==> config.mk <==
export PLATFORM = sky130hd
export DESIGN_NAME = mips_multicycle_control
export DESIGN_NICKNAME = d
export VERILOG_FILES = /design/src/rtl/mips_multicycle_control.sv
export SDC_FILE = /design/constraint.sdc
export NUM_CORES = 1
export LEC_CHECK = 0
export CORE_MARGIN = 2
export CORE_UTILIZATION = 25
export CTS_BUF_LIST = sky130_fd_sc_hd__clkbuf_8 sky130_fd_sc_hd__clkbuf_16
export CTS_CLUSTER_DIAMETER = 200
export CTS_CLUSTER_SIZE = 12
export DETAILED_ROUTE_END_ITERATION = 6
export SYNTH_ARGS = -nofsm -noshare
export SYNTH_HDL_FRONTEND = slang
export SYNTH_SLANG_ARGS = --single-unit
export TNS_END_PERCENT = 50
==> constraint.sdc <==
create_clock -name clk -period 2 [get_ports clk]
set_input_delay 0.4 -clock clk [delete_from_list [all_inputs] [get_ports clk]]
set_output_delay 0.4 -clock clk [all_outputs]
set_load 0.05 [all_outputs]
==> src/rtl/mips_multicycle_control.sv <==
// Main control FSM for the multicycle MIPS datapath: fetch/decode/execute/memory/write-back
// sequencing with mem_ready-held memory states and a wait-timeout abort.
module mips_multicycle_control #(
    parameter int WAIT_LIMIT = 15
) (
    input  logic       clk,
    input  logic       reset,
    input  logic [5:0] opcode,
    input  logic       mem_ready,
    output logic       pc_write,
    output logic       pc_write_cond,
    output logic       iord,
    output logic       mem_read,
    output logic       mem_write,
    output logic       ir_write,
    output logic       mem_to_reg,
    output logic       reg_write,
    output logic       reg_dst,
    output logic       alu_src_a,
    output logic [1:0] alu_src_b,
    output logic [1:0] alu_op,
    output logic [1:0] pc_source,
    output logic       illegal_op,
    output logic       mem_timeout,
    output logic [3:0] state_out
);

    typedef enum logic [3:0] {
        FETCH     = 4'd0,
        DECODE    = 4'd1,
        MEM_ADDR  = 4'd2,
        MEM_READ  = 4'd3,
        MEM_WB    = 4'd4,
        MEM_WRITE = 4'd5,
        EXECUTE   = 4'd6,
        R_WB      = 4'd7,
        BRANCH    = 4'd8,
        JUMP      = 4'd9,
        ADDI_EX   = 4'd10,
        ADDI_WB   = 4'd11
    } state_t;

    localparam logic [5:0] OP_LW   = 6'b100011;
    localparam logic [5:0] OP_SW   = 6'b101011;
    localparam logic [5:0] OP_R    = 6'b000000;
    localparam logic [5:0] OP_BEQ  = 6'b000100;
    localparam logic [5:0] OP_J    = 6'b000010;
    localparam logic [5:0] OP_ADDI = 6'b001000;

    state_t     state;
    state_t     next_state;
    logic [7:0] cnt;
    logic [7:0] cnt_next;
    logic       waiting;
    logic       timeout;

    always_ff @(posedge clk) begin
        if (reset) begin
            state <= FETCH;
            cnt   <= 8'd0;
        end else begin
            state <= next_state;
            cnt   <= cnt_next;
        end
    end

    assign state_out = reset ? 4'd0 : state;

    always_comb begin
        next_state    = FETCH;
        pc_write      = 1'b0;
        pc_write_cond = 1'b0;
        iord          = 1'b0;
        mem_read      = 1'b0;
        mem_write     = 1'b0;
        ir_write      = 1'b0;
        mem_to_reg    = 1'b0;
        reg_write     = 1'b0;
        reg_dst       = 1'b0;
        alu_src_a     = 1'b0;
        alu_src_b     = 2'b00;
        alu_op        = 2'b00;
        pc_source     = 2'b00;
        illegal_op    = 1'b0;
        mem_timeout   = 1'b0;

        // The counter only runs while a memory state is stalled; any other cycle leaves it at zero,
        // so entering a memory state always starts from a cleared count.
        waiting  = ((state == FETCH) || (state == MEM_READ) || (state == MEM_WRITE)) && !mem_ready;
        timeout  = waiting && (cnt == 8'(WAIT_LIMIT));
        cnt_next = (waiting && !timeout) ? cnt + 8'd1 : 8'd0;

        if (!reset) begin
            mem_timeout = timeout;
            case (state)
                FETCH: begin
                    mem_read   = 1'b1;
                    alu_src_b  = 2'b01;
                    ir_write   = mem_ready;
                    pc_write   = mem_ready;
                    next_state = mem_ready ? DECODE : FETCH;
                end
                DECODE: begin
                    alu_src_b = 2'b11;
                    case (opcode)
                        OP_LW, OP_SW: next_state = MEM_ADDR;
                        OP_R:         next_state = EXECUTE;
                        OP_BEQ:       next_state = BRANCH;
                        OP_J:         next_state = JUMP;
                        OP_ADDI:      next_state = ADDI_EX;
                        default: begin
                            illegal_op = 1'b1;
                            next_state = FETCH;
                        end
                    endcase
                end
                MEM_ADDR: begin
                    alu_src_a  = 1'b1;
                    alu_src_b  = 2'b10;
                    next_state = (opcode == OP_SW) ? MEM_WRITE : MEM_READ;
                end
                MEM_READ: begin
                    mem_read = 1'b1;
                    iord     = 1'b1;
                    if (mem_ready)    next_state = MEM_WB;
                    else if (timeout) next_state = FETCH;
                    else              next_state = MEM_READ;
                end
                MEM_WB: begin
                    reg_write  = 1'b1;
                    mem_to_reg = 1'b1;
                end
                MEM_WRITE: begin
                    mem_write = 1'b1;
                    iord      = 1'b1;
                    if (mem_ready || timeout) next_state = FETCH;
                    else                      next_state = MEM_WRITE;
                end
                EXECUTE: begin
                    alu_src_a  = 1'b1;
                    alu_op     = 2'b10;
                    next_state = R_WB;
                end
                R_WB: begin
                    reg_write = 1'b1;
                    reg_dst   = 1'b1;
                end
                BRANCH: begin
                    alu_src_a     = 1'b1;
                    alu_op        = 2'b01;
                    pc_write_cond = 1'b1;
                    pc_source     = 2'b01;
                end
                JUMP: begin
                    pc_write  = 1'b1;
                    pc_source = 2'b10;
                end
                ADDI_EX: begin
                    alu_src_a  = 1'b1;
                    alu_src_b  = 2'b10;
                    next_state = ADDI_WB;
                end
                ADDI_WB: begin
                    reg_write = 1'b1;
                end
                default: next_state = FETCH;
            endcase
        end
    end

endmodule

# After elaboration in Yosys (flattened, before gate mapping)
# Index checks and enable logic that the tools add are counted.
[totals] out_inout_bits=22 ff_bits=12 input_bits=9 wordCells=77
[classes] n_reduce_logical=18 add_sub_neg=1 muxes=38 n_bitwise=1 eq_ne=17
[op_table] op="case mux 4 bit (7 select lines)" n=1
[op_table] op="two-way mux 1 bit" n=24
[op_table] op="case mux 4 bit (5 select lines)" n=1
[op_table] op="== test 4 x 3 -> 1 bit, second input constant" n=4
[op_table] op="== test 4 bit, second input constant" n=4
[op_table] op="== test 6 bit, second input constant" n=2
[op_table] op="OR reduction 2 bit" n=5
[op_table] op="two-way mux 3 bit" n=3
[op_table] op="adder 8 x 1 -> 8 bit, second input constant" n=1
[op_table] op="== test 4 x 2 -> 1 bit, second input constant" n=2
[op_table] op="== test 8 x 4 -> 1 bit, second input constant" n=1
[op_table] op="two-way mux 2 bit" n=4
[op_table] op="case mux 2 bit (2 select lines)" n=2
[op_table] op="== test 6 x 2 -> 1 bit, second input constant" n=1
[op_table] op="== test 6 x 3 -> 1 bit, second input constant" n=1
[op_table] op="== test 6 x 4 -> 1 bit, second input constant" n=1
[op_table] op="zero test 6 bit" n=1
[op_table] op="case mux 2 bit (3 select lines)" n=1
[op_table] op="OR reduction 6 bit" n=1
[op_table] op="== test 4 x 1 -> 1 bit, second input constant" n=1
[op_table] op="zero test 4 bit" n=1
[op_table] op="two-way mux 4 bit" n=1
[op_table] op="OR reduction 4 bit" n=1
[op_table] op="logical AND 1 bit" n=3
[op_table] op="5 further kinds" n=8

# Longest topological paths before layout
# Gate-level depths: netlist (run 1).
[depth] ltp_word=9 depth_mapped=6 mapped_depth_nobuf=5

# Worst setup path after synthesis (run 1)
# No wires, ideal clock.
[synth_timing] path_type="reg-to-output" startpoint="register state[3]" endpoint="output alu_src_a" required_ps=1600 setup_slack_ps=-829 path_stages_with_launch=5 n_path_buf=2 arrival_ps=2429 path_cell_list="dfxtp_1 buf_2 buf_1 nor2_1 nor4b_1"
[synth_via] elab_chain_cells=4 elab_cells_between_ends=7 cone_classes="4 x eq/ne; 2 x mux; 1 x reduce/logical"
[synth_rtl] element="from (decl)" line_no="50" rtl="state_t state;"
[synth_rtl] element="from (signal assigned)" line_no="62" rtl="state <= next_state;"
[synth_rtl] element="== test 4 bit (tied with other cells)" line_no="95" rtl="case (state)"
[synth_rtl] element="OR reduction 4 bit (no source line) *"
[synth_rtl] element="two-way mux 1 bit *" line_no="95"
[synth_rtl] element="two-way mux 1 bit *" line_no="93" rtl="if (!reset) begin"
[synth_rtl] element="to (decl)" line_no="19" rtl="output logic alu_src_a,"
# Every way passes the cells marked *; elsewhere a longest branch is shown, timed or not.

# Worst setup path in the final report (run 1)
[layout_timing] startpoint="input opcode[5]" endpoint="output illegal_op"
[layout_via] elab_chain_cells=5 elab_cells_between_ends=10 cone_classes="5 x eq/ne; 3 x mux; 2 x reduce/logical"
[layout_rtl] element="from (decl)" line_no="8" rtl="input logic [5:0] opcode,"
[layout_rtl] element="== test 6 bit (tied with other cells)" line_no="105" rtl="case (opcode)"
[layout_rtl] element="OR reduction 6 bit (no source line) *"
[layout_rtl] element="two-way mux 1 bit *" line_no="105"
[layout_rtl] element="two-way mux 1 bit *" line_no="95"
[layout_rtl] element="two-way mux 1 bit *" line_no="93"
[layout_rtl] element="to (decl)" line_no="23" rtl="output logic illegal_op,"
# Marked as above.

==> impl_metrics.tcl, run 1 <==
set metrics [dict create \
    outcome "complete, no violations" \
    finalSetupViolCount 0 \
    drt_pass1_iterations 4 \
    grt_setup_unrepaired "true" \
    setup.worst_path.end_class "output pin" \
    fmax_mhz 507 \
    p_seq_share_pct 36.4 \
    hold_viol_final 0 \
    tightest_slew_ns 0.327 \
    netSwitchingFraction_pct 26.4 \
    finalMaxSlewViolations 0 \
    drc 0 \
    async_reset_ff_share_pct 0 \
    fp.dieW_microns 64.9 \
    antenna_found_initial 0 \
    synth_cells 127 \
    yosysMostFrequentCell "nor2_1" \
    setup_ws_ns 0.0280 \
    preCtsSetupSlack_ns -0.408 \
    nets 189 \
    cts.path.max_buffers 2 \
    synth_area_leaders "dfxtp_1, nor2_1, and3_1, xnor2_1, xor2_1" \
    fillers 354 \
    synth_nets 137 \
    vdd.ir_drop.worst_mv 0.370 \
    critPathLaunchType "input port" \
    p_leak_uw 0.000694 \
    crit_arrival_ns 1.57 \
    clock-sinks 12 \
    synth_warnings 0 \
    p_switching_uw 180 \
    yosysSeqAreaShare_pct 25.9 \
    n_antenna_cell 0 \
    clk_latency_ns 0.24 \
    start_util_pct 25.7 \
    seq_area_sq_um 243 \
    portBuffers 30 \
    design.core.area_sq_mm 0.00361 \
    grt_pass1_wl_mm 4.86 \
    fin_worst_skew_ns 0.00280 \
    final_antenna_net_count 0 \
    clk_pin_slew_ns 0.05 \
    grt_overflow 0 \
    slew_headroom_pct 77.7 \
    syn_area_sq_um 926 \
    io-pin-count 31 \
    routed_via_density 4.88 \
    worst_path_largest_cell_delay_ns 0.50 \
    hpwlAfterDp_mm 2.31 \
    drive_gt1_share_pct 38.2 \
    fin_util_pct 48.8 \
    cts_tree "built" \
    synth_common_cells "nor2_1, dfxtp_1, nor3_1, a21oi_1, and3_1" \
    crit_fanout 3 \
    synth_cell_types 39 \
    finalPower_uw 683 \
    critical-path-slowest-cell "or4_4" \
    dieArea_sq_mm 0.00421 \
    drt_iter0_drc 43 \
    dieHeight_microns 64.9 \
    yosysTopAreaCell "dfxtp_1" \
    drv_cap 0 \
    htreeDepth 1 \
    vias 1102 \
    required_ns 1.60 \
    fin_crit_sh_pct 98.6 \
    grt_pass1_vias 1047 \
    hold_ws_ns 0.440 \
    multi_input_area_sq_um 691 \
    p_clk_share_pct 37.6 \
    path_cells "dlygate4sd2_1 -> or4_4 -> nor3_4 -> nor3_4 -> buf_12" \
    hold_class "flop to flop" \
    synth_edf_count 0 \
    cts-root-buf "clkbuf_8" \
    final_cells 226 \
    grt_max_degree 19 \
    crit_type "input port to output pin" \
    post_drt_wl_per_cell_microns 12.7 \
    combinationalPowerShare_pct 26.0 \
    dp.cells 220 \
    ys_ff_latch 12 \
    wl_mm 2.86 \
    postCtsHoldBufs 0 \
    num_rows 22 \
    area_growth_pct 90.1 \
    powerDensity_mw_per_mm2 388 \
    cts_buffers 3 \
    synth_top_flop_cell "dfxtp_1" \
    crit_path_frequent_cell "nor3_4" \
    globalplace.congestion 0.862 \
    syn_area_per_cell_sq_um 7.29 \
    yosysTopAreaCellShare_pct 25.9 \
    min_period_ns 1.97 \
    p_int_uw 503 \
    grtUsageTotal_pct 14.7 \
]
==> sequential cells by signal, summed over array words and instances (netlist names) <==
name and cells:
cnt 8, state 4
==> timing repair <==
item | CTS | global route
gates resized for setup | 17 | 6
setup endpoints to repair | 10 | 7
pin swaps | 2 | 3
setup buffers | 2 | 0
==> critical path, delay by kind of cell <==
kind	cells	cell delay, ns
buf+inv	2	0.40
simple gates	3	0.77
==> metrics by stage <==
step	instance area, sq um	TNS, ns
after floorplan	945	-1.04
after global placement	1660	-1.04
after detailed placement	1660	-1.28
after CTS	1750	-0.0889
after global routing	1760	-0.0584
final	1760	0
==> area by class of cell <==
type                            instances  share of cell area, %
Timing Repair Buffer                   55                   39.8
Tap cell                               48                   3.41
Inverter                                3                  0.640
Multi-Input combinational cell        104                   39.2
Clock buffer                            4                   3.13
Sequential cell                        12                   13.8
==> power by group through the flow <==
stage	Clock, uW	Combinational (uW)	Sequential (uW)
floorplan	0	78.7	250
global placement	0	173	253
detailed placement	0	176	253
CTS	268	178	248
global route	280	190	249
finish	257	178	249
==> metal layers <==
| layer | track usage [%] | part of all wire (%) | vias up |
|---|---|---|---|
| met1 | 17.2 | 43 | 509 |
| met5 | 0 | 0 | - |
| li1 | - | - | 555 |
| met3 | 2.60 | 4.4 | 8 |
| met2 | 25.3 | 50 | 30 |
| met4 | 7.98 | 2.8 | 0 |
==> cells in the final DEF (no fill, tap or decap), drive strengths merged, types with 4 or more instances in the layout <==
cell | synthesis | routed
a21oi | 7 | 7
and3 | 7 | 7
buf | 7 | 47
clkbuf | 1 | 5
dfxtp | 12 | 12
dlygate4sd2 | 0 | 5
nand2 | 5 | 5
nand2b | 4 | 4
nand3 | 6 | 6
nor2 | 20 | 20
nor2b | 6 | 6
nor3 | 8 | 8
o21ai | 4 | 4
xnor2 | 5 | 5
xor2 | 5 | 5
==> path summary, 6_finish.rpt <==
check | startpoint | end | slack, ns | cells past startpoint
worst max-delay path | opcode[5] | illegal_op | 0.03 | 5
worst min register to register | cnt[0] | cnt[0] | 0.44 | 1
worst max register to register | state[1] | state[1] | 0.51 | 5
worst min-delay path | cnt[0] | cnt[0] | 0.44 | 1
==> cells by family after synthesis <==
logic type	count (synthesis)	share of synthesized area (%)
buf+inv	11	5.81
flops	12	25.9
fa+ha+maj	1	1.35
compound gates	22	15.9
xor+xnor	10	9.46
simple gates	71	41.5
(Power assumes the default switching activity.)
==> inputs of run 2 (changes only) <==
- REMOVE_ABC_BUFFERS: default -> 1
==> run 2 against run 1 <==
  * Register-to-register slack worse by 0.03 ns
  * Critical endpoint unchanged
  * Clock power decreased by 19%
  * Critical path depth unchanged
  * First-iteration DRC count decreased by 42%
  * Setup slack improved by 0.0058 ns
  * Hold slack better by 0.0017 ns
  * Final area down 2.6%
  * Critical path type unchanged
==> impl_metrics.tcl, run 2 (synthesis results as in run 1) <==
set metrics [dict create \
    fillers 333 \
    drv_cap 0 \
    crit_fanout 4 \
    hold_viol_final 0 \
    cts_buffers 3 \
    area_growth_pct 85.3 \
    finalPower_uw 629 \
    dieArea_sq_mm 0.00421 \
    final_antenna_net_count 0 \
    slew_headroom_pct 74.1 \
    placed_cell_area_sq_mm 0.00164 \
    grt_overflow 0 \
    clk_pin_slew_ns 0.05 \
    fin_worst_skew_ns 0.00105 \
    crit_arrival_ns 1.57 \
    fin_crit_sh_pct 98.3 \
    grt_max_degree 19 \
    largest_register_ffs 8 \
    final_common_cell "buf_4" \
    fin_area_sq_mm 0.00172 \
    outcome "complete, no violations" \
    n_antenna_cell 0 \
    drt_pass1_iterations 4 \
    io-pin-count 31 \
    drive_gt1_share_pct 37.1 \
    grtUsageTotal_pct 13.7 \
    design.core.area_sq_mm 0.00361 \
    drc 0 \
    globalplace.congestion 0.867 \
    most-common-layout-cells "buf_4, buf_12, nor2_1" \
    grt_pass1_wl_mm 4.65 \
    nets 190 \
    tightest_slew_ns 0.378 \
    routed_via_density 4.85 \
    fp.dieW_microns 64.9 \
    portBuffers 30 \
    fin_util_pct 47.6 \
    largest_register "cnt" \
    critical-path-slowest-cell "or4_4" \
    critical_path.top_delay_family "simple AND/OR/NAND/NOR gates" \
    crit_start "opcode[5]" \
    min_period_ns 1.97 \
    p_leak_uw 0.000686 \
    post_drt_wl_per_cell_microns 11.6 \
    worst_path_largest_cell_delay_ns 0.51 \
    cts.path.max_buffers 2 \
    path_cells "clkdlybuf4s15_1 -> or4_4 -> nor3_4 -> nor3_2 -> buf_12" \
    grt_pass1_vias 1057 \
    finalMaxSlewViolations 0 \
    postCtsHoldBufs 0 \
    r2r_start "state[0]" \
    crit_buf_inv 2 \
    vias 1097 \
    clock-sinks 12 \
    fmax_mhz 509 \
    biggestRegsByFlops "cnt (8), state (4)" \
    finalSetupViolCount 0 \
    hpwlAfterDp_mm 2.19 \
    clk_latency_ns 0.23 \
    required_ns 1.60 \
    htreeDepth 1 \
    powerDensity_mw_per_mm2 367 \
    hold_ws_ns 0.442 \
    min_from "cnt[0]" \
    drt_iter0_drc 25 \
    wl_mm 2.61 \
    antenna_found_initial 0 \
    hold_class "flop to flop" \
    grt_setup_unrepaired "true" \
    num_rows 22 \
    setup.worst_path.end_class "output pin" \
    cts_tree "built" \
    critPathLaunchType "input port" \
    vdd.ir_drop.worst_mv 0.345 \
    start_util_pct 25.7 \
    cts-root-buf "clkbuf_8" \
    dieHeight_microns 64.9 \
    crit_type "input port to output pin" \
    setup-tns-final_ns 0 \
]
run 2: changes by cell type in the layout (fill, tap and decap cells not counted), moves of 2 or more:
cell    change
nor4_2      -3
buf_4       +2
nor4_1      +3
buf_2       +2
run 2: metal layers:
metal	share of wire (%)	routed length [microns]	vias to the layer above	GRT usage, %
li1	-	-	558	-
met1	43	1140	503	16.2
met2	50	1290	32	23.5
met3	5.8	151	4	2.95
met4	1.1	29	0	6.12
met5	0	0	-	0
run 2: timing repair:
action                                  in CTS  in global routing
gates resized for setup                     25                  2
pin swaps                                    3                  1
cloned                                       0                  0
setup buffers                                1                  0
endpoints found under the setup margin      14                  3
run 2: layout make-up:
cell class                 count  area (sq um)  share of cell area [%]
tap                           48          60.1                    3.50
sequential                    12           244                    14.2
multi-input combinational    104           663                    38.7
inverter                       3          11.3                   0.656
timing repair buffer          56           696                    40.6
clock buffer                   3          41.3                    2.41
run 2: per-stage QoR:
stage	worst slack (ns)	instances
final	0.0337	226
after global routing	-0.0447	226
after CTS	0.0252	226
after detailed placement	-0.346	222
after global placement	-0.259	222
after floorplan	-0.694	119
run 2: worst reg2reg max path, stage by stage (launching register included):
cell	delay, ns
dfxtp_2	0.42
buf_4	0.17
nand2b_1	0.13
a2111oi_0	0.43
o21ai_0	0.16
a21oi_1	0.13
run 2: where the power goes:
group / total [uW] / switching, uW / internal (uW) / leakage, uW
clock: 207 / 75.1 / 132 / 0.0000216
combinational: 173 / 89.5 / 83.4 / 0.000566
sequential: 250 / 5.68 / 244 / 0.0000985
total: 629 / 170 / 459 / 0.000686
run 2: final timing paths:
kind	cells past startpoint	slack, ns	end
max	5	0.03	illegal_op
max reg2reg	5	0.48	state[1]
min reg2reg	1	0.44	cnt[0]
min	1	0.44	cnt[0]
